==> src/rtl/dcache_responder.sv <==
// dcache_responder: queued, fixed-latency responder for a simple data-cache port.
//
// Requests are pushed into a FIFO_DEPTH-entry queue. A three-state service FSM pops one
// request at a time, waits LATENCY cycles, performs the read or write against a
// 2**MEM_WORDS_LOG2-word backing store, and presents the result for one cycle.
//
// Ports:
//   clk, reset          clock; asynchronous active-high reset
//   req_addr_in         byte address (word index taken from bits [MEM_WORDS_LOG2+1:2])
//   req_data_in         write data
//   req_rw_in           0 = read, 1 = write
//   req_id_in           requester tag, echoed on the response
//   req_valid_in        request present; accepted when stall_out is low
//   resp_data_out       read data, or the written data for a write
//   resp_id_out         tag of the completing request
//   resp_ready_out      one-cycle response strobe
//   stall_out           queue full; requester must hold its request
module dcache_responder #(
    parameter int unsigned DATA_WIDTH     = 32,
    parameter int unsigned MEM_WORDS_LOG2 = 6,
    parameter int unsigned FIFO_DEPTH     = 4,
    parameter int unsigned LATENCY        = 3
) (
    input  logic                  clk,
    input  logic                  reset,
    input  logic [DATA_WIDTH-1:0] req_addr_in,
    input  logic [DATA_WIDTH-1:0] req_data_in,
    input  logic                  req_rw_in,
    input  logic [3:0]            req_id_in,
    input  logic                  req_valid_in,
    output logic [DATA_WIDTH-1:0] resp_data_out,
    output logic [3:0]            resp_id_out,
    output logic                  resp_ready_out,
    output logic                  stall_out
);

    localparam int unsigned PtrW     = (FIFO_DEPTH > 1) ? $clog2(FIFO_DEPTH) : 1;
    localparam int unsigned CountW   = PtrW + 1;
    localparam int unsigned CntW     = (LATENCY > 1) ? $clog2(LATENCY) : 1;
    localparam int unsigned MemWords = 2 ** MEM_WORDS_LOG2;

    localparam logic [CountW-1:0] CountFull = CountW'(FIFO_DEPTH);
    localparam logic [CntW-1:0]   CntLoad   = CntW'(LATENCY - 1);

    typedef enum logic [1:0] {StIdle, StBusy, StResp} state_e;

    // Only the word index matters; the byte offset and upper bits alias.
    logic [MEM_WORDS_LOG2-1:0] req_idx;
    logic                      unused_addr_bits;
    assign req_idx          = req_addr_in[MEM_WORDS_LOG2+1:2];
    assign unused_addr_bits = ^{req_addr_in[DATA_WIDTH-1:MEM_WORDS_LOG2+2], req_addr_in[1:0]};

    // Request queue storage (no reset needed: guarded by count_q).
    logic [MEM_WORDS_LOG2-1:0] fifo_idx_q  [FIFO_DEPTH];
    logic [DATA_WIDTH-1:0]     fifo_data_q [FIFO_DEPTH];
    logic                      fifo_rw_q   [FIFO_DEPTH];
    logic [3:0]                fifo_id_q   [FIFO_DEPTH];

    logic [PtrW-1:0]   wr_ptr_q, wr_ptr_d, rd_ptr_q, rd_ptr_d;
    logic [CountW-1:0] count_q, count_d;

    state_e                    state_q, state_d;
    logic [CntW-1:0]           cnt_q, cnt_d;
    logic [MEM_WORDS_LOG2-1:0] svc_idx_q, svc_idx_d;
    logic [DATA_WIDTH-1:0]     svc_data_q, svc_data_d;
    logic                      svc_rw_q, svc_rw_d;
    logic [3:0]                svc_id_q, svc_id_d;
    logic [DATA_WIDTH-1:0]     resp_data_q, resp_data_d;
    logic [3:0]                resp_id_q, resp_id_d;

    logic [DATA_WIDTH-1:0] mem_q [MemWords];
    logic                  mem_we;

    logic push, pop, fifo_empty;

    // Stall comes from the registered count only, so there is no path from req_valid_in.
    assign stall_out      = (count_q == CountFull);
    assign fifo_empty     = (count_q == '0);
    assign push           = req_valid_in && !stall_out;
    assign resp_ready_out = (state_q == StResp);
    assign resp_data_out  = resp_data_q;
    assign resp_id_out    = resp_id_q;

    always_comb begin
        state_d     = state_q;
        cnt_d       = cnt_q;
        svc_idx_d   = svc_idx_q;
        svc_data_d  = svc_data_q;
        svc_rw_d    = svc_rw_q;
        svc_id_d    = svc_id_q;
        resp_data_d = resp_data_q;
        resp_id_d   = resp_id_q;
        pop         = 1'b0;
        mem_we      = 1'b0;

        case (state_q)
            StIdle: begin
                if (!fifo_empty) begin
                    pop     = 1'b1;
                    state_d = StBusy;
                end
            end
            StBusy: begin
                if (cnt_q != '0) begin
                    cnt_d = cnt_q - 1'b1;
                end else begin
                    // Read sees the store before this edge's write (writes only come from
                    // the request in service, so there is never a conflict).
                    mem_we      = svc_rw_q;
                    resp_data_d = svc_rw_q ? svc_data_q : mem_q[svc_idx_q];
                    resp_id_d   = svc_id_q;
                    state_d     = StResp;
                end
            end
            StResp: begin
                if (!fifo_empty) begin
                    pop     = 1'b1;
                    state_d = StBusy;
                end else begin
                    state_d = StIdle;
                end
            end
            default: state_d = StIdle;
        endcase

        if (pop) begin
            svc_idx_d  = fifo_idx_q[rd_ptr_q];
            svc_data_d = fifo_data_q[rd_ptr_q];
            svc_rw_d   = fifo_rw_q[rd_ptr_q];
            svc_id_d   = fifo_id_q[rd_ptr_q];
            cnt_d      = CntLoad;
        end

        wr_ptr_d = push ? wr_ptr_q + 1'b1 : wr_ptr_q;
        rd_ptr_d = pop  ? rd_ptr_q + 1'b1 : rd_ptr_q;
        case ({push, pop})
            2'b10:   count_d = count_q + 1'b1;
            2'b01:   count_d = count_q - 1'b1;
            default: count_d = count_q;
        endcase
    end

    always_ff @(posedge clk) begin
        if (push) begin
            fifo_idx_q[wr_ptr_q]  <= req_idx;
            fifo_data_q[wr_ptr_q] <= req_data_in;
            fifo_rw_q[wr_ptr_q]   <= req_rw_in;
            fifo_id_q[wr_ptr_q]   <= req_id_in;
        end
    end

    always_ff @(posedge clk or posedge reset) begin
        if (reset) begin
            state_q     <= StIdle;
            cnt_q       <= '0;
            wr_ptr_q    <= '0;
            rd_ptr_q    <= '0;
            count_q     <= '0;
            svc_idx_q   <= '0;
            svc_data_q  <= '0;
            svc_rw_q    <= 1'b0;
            svc_id_q    <= '0;
            resp_data_q <= '0;
            resp_id_q   <= '0;
        end else begin
            state_q     <= state_d;
            cnt_q       <= cnt_d;
            wr_ptr_q    <= wr_ptr_d;
            rd_ptr_q    <= rd_ptr_d;
            count_q     <= count_d;
            svc_idx_q   <= svc_idx_d;
            svc_data_q  <= svc_data_d;
            svc_rw_q    <= svc_rw_d;
            svc_id_q    <= svc_id_d;
            resp_data_q <= resp_data_d;
            resp_id_q   <= resp_id_d;
        end
    end

    always_ff @(posedge clk or posedge reset) begin
        if (reset) begin
            for (int i = 0; i < MemWords; i++) begin
                mem_q[i] <= '0;
            end
        end else if (mem_we) begin
            mem_q[svc_idx_q] <= svc_data_q;
        end
    end

endmodule
==> config.mk <==
export PLATFORM = sky130hd
export DESIGN_NAME = dcache_responder
export DESIGN_NICKNAME = d
export VERILOG_FILES = /design/src/rtl/dcache_responder.sv
export SDC_FILE = /design/constraint.sdc
export NUM_CORES = 2
export LEC_CHECK = 0
export BUFFER_PORTS_ARGS = -buffer_cell sky130_fd_sc_hd__buf_4
export CORE_ASPECT_RATIO = 1.75
export CORE_MARGIN = 2
export CORE_UTILIZATION = 60
export DETAILED_ROUTE_END_ITERATION = 8
export PLACE_DENSITY = 0.77
export SLEW_MARGIN = 20
export SYNTH_ARGS = -nofsm -noshare
export SYNTH_HDL_FRONTEND = slang
export SYNTH_SLANG_ARGS = --single-unit
==> constraint.sdc <==
create_clock -name clk -period 97.7 [get_ports clk]
set_input_delay 14.655 -clock clk [delete_from_list [all_inputs] [get_ports clk]]
set_output_delay 14.655 -clock clk [all_outputs]
set_load 0.05 [all_outputs]
==> metrics.yaml <==
reg2reg_from: "svc_idx_q[2]"
track_usage_pct: 37.4
hold_end: "mem_q[2034]"
htreeDepth: 4
die_area_um2: 175000
setup_tns_ns: 0
worstPathArrival_ns: 19.41
clockRootBuffer: "clkbuf_16"
initial_core_util_pct: 60.2
synth_nets: 7264
vias: 65800
grt_max_degree: 196
cts_buffer_depth: 4
clkTransAtPathRegs_ns: 0.06
worst_pin_slew_ns: 1.24
post_cts_buffers: 0
setup_viol: 0
clock.fmax_ghz: 0.0540
core_um2: 171000
crit_path_end_kind: "asynchronous set/reset pin"
avgSynthCellArea_um2: 14.3
fin_ws_ns: 79.18
synth_cells: 7185
numCtsBuffers: 202
syn2layout_area_growth_pct: 8.60
holdPathStages: 2
cp.required_ns: 98.59
synth_edf_count: 172
power.leakage_uw: 0.0523
final_common_cell: "dfrtp_1"
hold_slack_ns: 0.480
synth_cell_types: 76
holdCritPathClass: "reg -> reg"
relSlewSlack_pct: 16.9
drt-total-wl_mm: 323
synthArstFlopShare_pct: 92.6
cp-start-kind: "primary input"
final_cell_mix: "dfrtp_1 (2107), mux2_2 (1974), mux2i_1 (341)"
synthSimpleGateAreaFrac_pct: 2.58
synthMuxAreaShare_pct: 30.3
grt_pass1_wl_mm: 471
synth_compound_area_share_pct: 6.47
final_net_count: 7018
fillerInstances: 11800
hold_viol: 0
io_pins: 110
drive_gt1_share_pct: 41.2
synthXorXnorAreaFrac_pct: 0.0596
yosys.area_share.adder_pct: 0.0925
rsz0062_at_grt: "no"
drtAntennaViolNets: 0
firstDrtPassIters: 6
cap_violations: 0
peakVddDrop_v: 0.0000326
r2r-end: "resp_data_out[21]"
core.rowCount: 201
ys_seq_area_share_pct: 57.0
gp_congestion: 0.885
clock_skew_ns: 0.0489
fp.dieW_um: 317
viasPerCell: 7.05
port_buffers: 83
synth-seq-cells: 2310
post-route-period-util_pct: 19.0
yosys_warnings: 0
reg2reg_depth: 10
status: "finished, final reports clean"
die_y_um: 552
r2r_setup_slack_ns: 92.39
drtIter0Drc: 6898
min_from: "mem_q[2034]"
worst-path-max-fanout: 182
postLayoutCoreUtil_pct: 65.4
hold_buffers: 0
wl_per_cell_um: 34.6
synth_top_family_by_area: "multiplexers"
grt_pass1_vias: 69200
critical_path_class: "in -> async"
antenna_found_initial: 10
clock_sinks: 2310
synth_area_um2: 103000
postCtsResizedCells: 0
cts_tree: "yes"
worstSkewPairLatency_ns: 0.87
grt-ovfl-total: 0
dp_hpwl_mm: 191
drc: 0
pre_cts_slack_ns: 77.60
period_needed_ns: 18.52
yosys_most_used_dff: "dfrtp_1"
powerDensity_nw_per_um2: 29.2
slew_viol_final: 0
[Yosys cell counts, types with 10 or more instances]
| library cell | number | share of area [%] |
|---|---|---|
| buf_4 | 62 | 0.45 |
| buf_1 | 20 | 0.073 |
| nand3_1 | 45 | 0.22 |
| buf_2 | 267 | 1.3 |
| mux2_2 | 1974 | 22 |
| mux2i_1 | 341 | 3.3 |
| o221a_2 | 10 | 0.11 |
| o21ai_0 | 239 | 1.2 |
| inv_1 | 15 | 0.055 |
| a22oi_1 | 128 | 0.93 |
| clkbuf_1 | 356 | 1.3 |
| dfrtp_1 | 2138 | 52 |
| buf_6 | 24 | 0.26 |
| a211oi_1 | 12 | 0.088 |
| a31oi_1 | 38 | 0.23 |
| nor2_1 | 186 | 0.68 |
| a22o_1 | 15 | 0.13 |
| a221o_1 | 15 | 0.15 |
| and2_1 | 10 | 0.061 |
| a221oi_1 | 261 | 2.2 |
| o221ai_1 | 12 | 0.10 |
| nand2_1 | 236 | 0.86 |
| nor2_2 | 14 | 0.085 |
| mux4_2 | 212 | 4.6 |
| a21oi_1 | 67 | 0.33 |
| edfxtp_1 | 172 | 5.0 |
| and3_1 | 11 | 0.067 |
| o22ai_1 | 66 | 0.40 |
| nand3b_1 | 28 | 0.20 |
| mux2_1 | 63 | 0.69 |
[metal layers]
metal	global-route usage, %	wire, µm	up-vias
met2	59.5	152000	3725
met3	8.52	29700	1426
met4	29.6	31600	6
li1	-	-	26000
met1	43.7	109000	34600
met5	0	39	-
[sequential cells by signal, summed over array words and instances (netlist names), 3 cells and up]
register,flops
svc_id_q,4
fifo_data_q,128
fifo_rw_q,4
count_q,3
fifo_idx_q,24
resp_data_out,32
svc_idx_q,6
resp_id_out,4
mem_q,2048
fifo_id_q,16
svc_data_q,32
[critical path, cell delays in order]
cell    delay (ns)
buf_4         0.13
inv_8         0.51
buf_12        0.71
buf_12        0.65
buf_4         0.81
buf_4         0.46
buf_16        0.32
buf_6         0.62
[power by group]
group | switching, µW | total, µW | internal [µW] | leakage [µW]
combinational | 700 | 1090 | 392 | 0.0180
sequential | 163 | 1350 | 1180 | 0.0311
clock | 362 | 819 | 457 | 0.00326
total | 1230 | 3260 | 2030 | 0.0523
[kinds of logic (layout without fill, tap and decap cells)]
kind of cell               count (synthesis)  after routing
buffers and inverters                    748            658
xor gates and xnor gates                   7              7
AOI/OAI and AO/OA                        935            935
DFF                                     2310           2310
other                                      0              6
muxes                                   2591           2591
and+or+nand+nor                          587            587
adders and majority gates                  7              7
[metrics by stage]
stage	area (µm²)	total power (µW)	std cells
final	112000	3260	9334
after global routing	112000	3360	9329
after CTS	112000	3230	9325
after detailed placement	105000	2420	8965
after global placement	105000	2370	8964
after floorplan	103000	2030	7185
[how the worst max path moves through the flow]
stage / start / to / depth (start not counted)
after CTS: reset / mem_q[463] / 7
after detailed placement: reset / mem_q[1168] / 7
final: reset / mem_q[1166] / 8
after global routing: reset / mem_q[1198] / 8
after floorplan: reset / cnt_q[0] / 1
after global placement: reset / mem_q[1040] / 7
[layout make-up]
class	instances	area [µm²]	area share [%]
clock inverter	69	787	0.705
antenna	6	15.0	0.0134
timing repair buffer	280	2320	2.08
clock buffer	291	5870	5.25
tap	2233	2790	2.50
multi-input combinational	4127	41100	36.8
inverter	18	87.6	0.0784
sequential	2310	58700	52.6
Note: power is estimated with default switching activity, not from simulation.
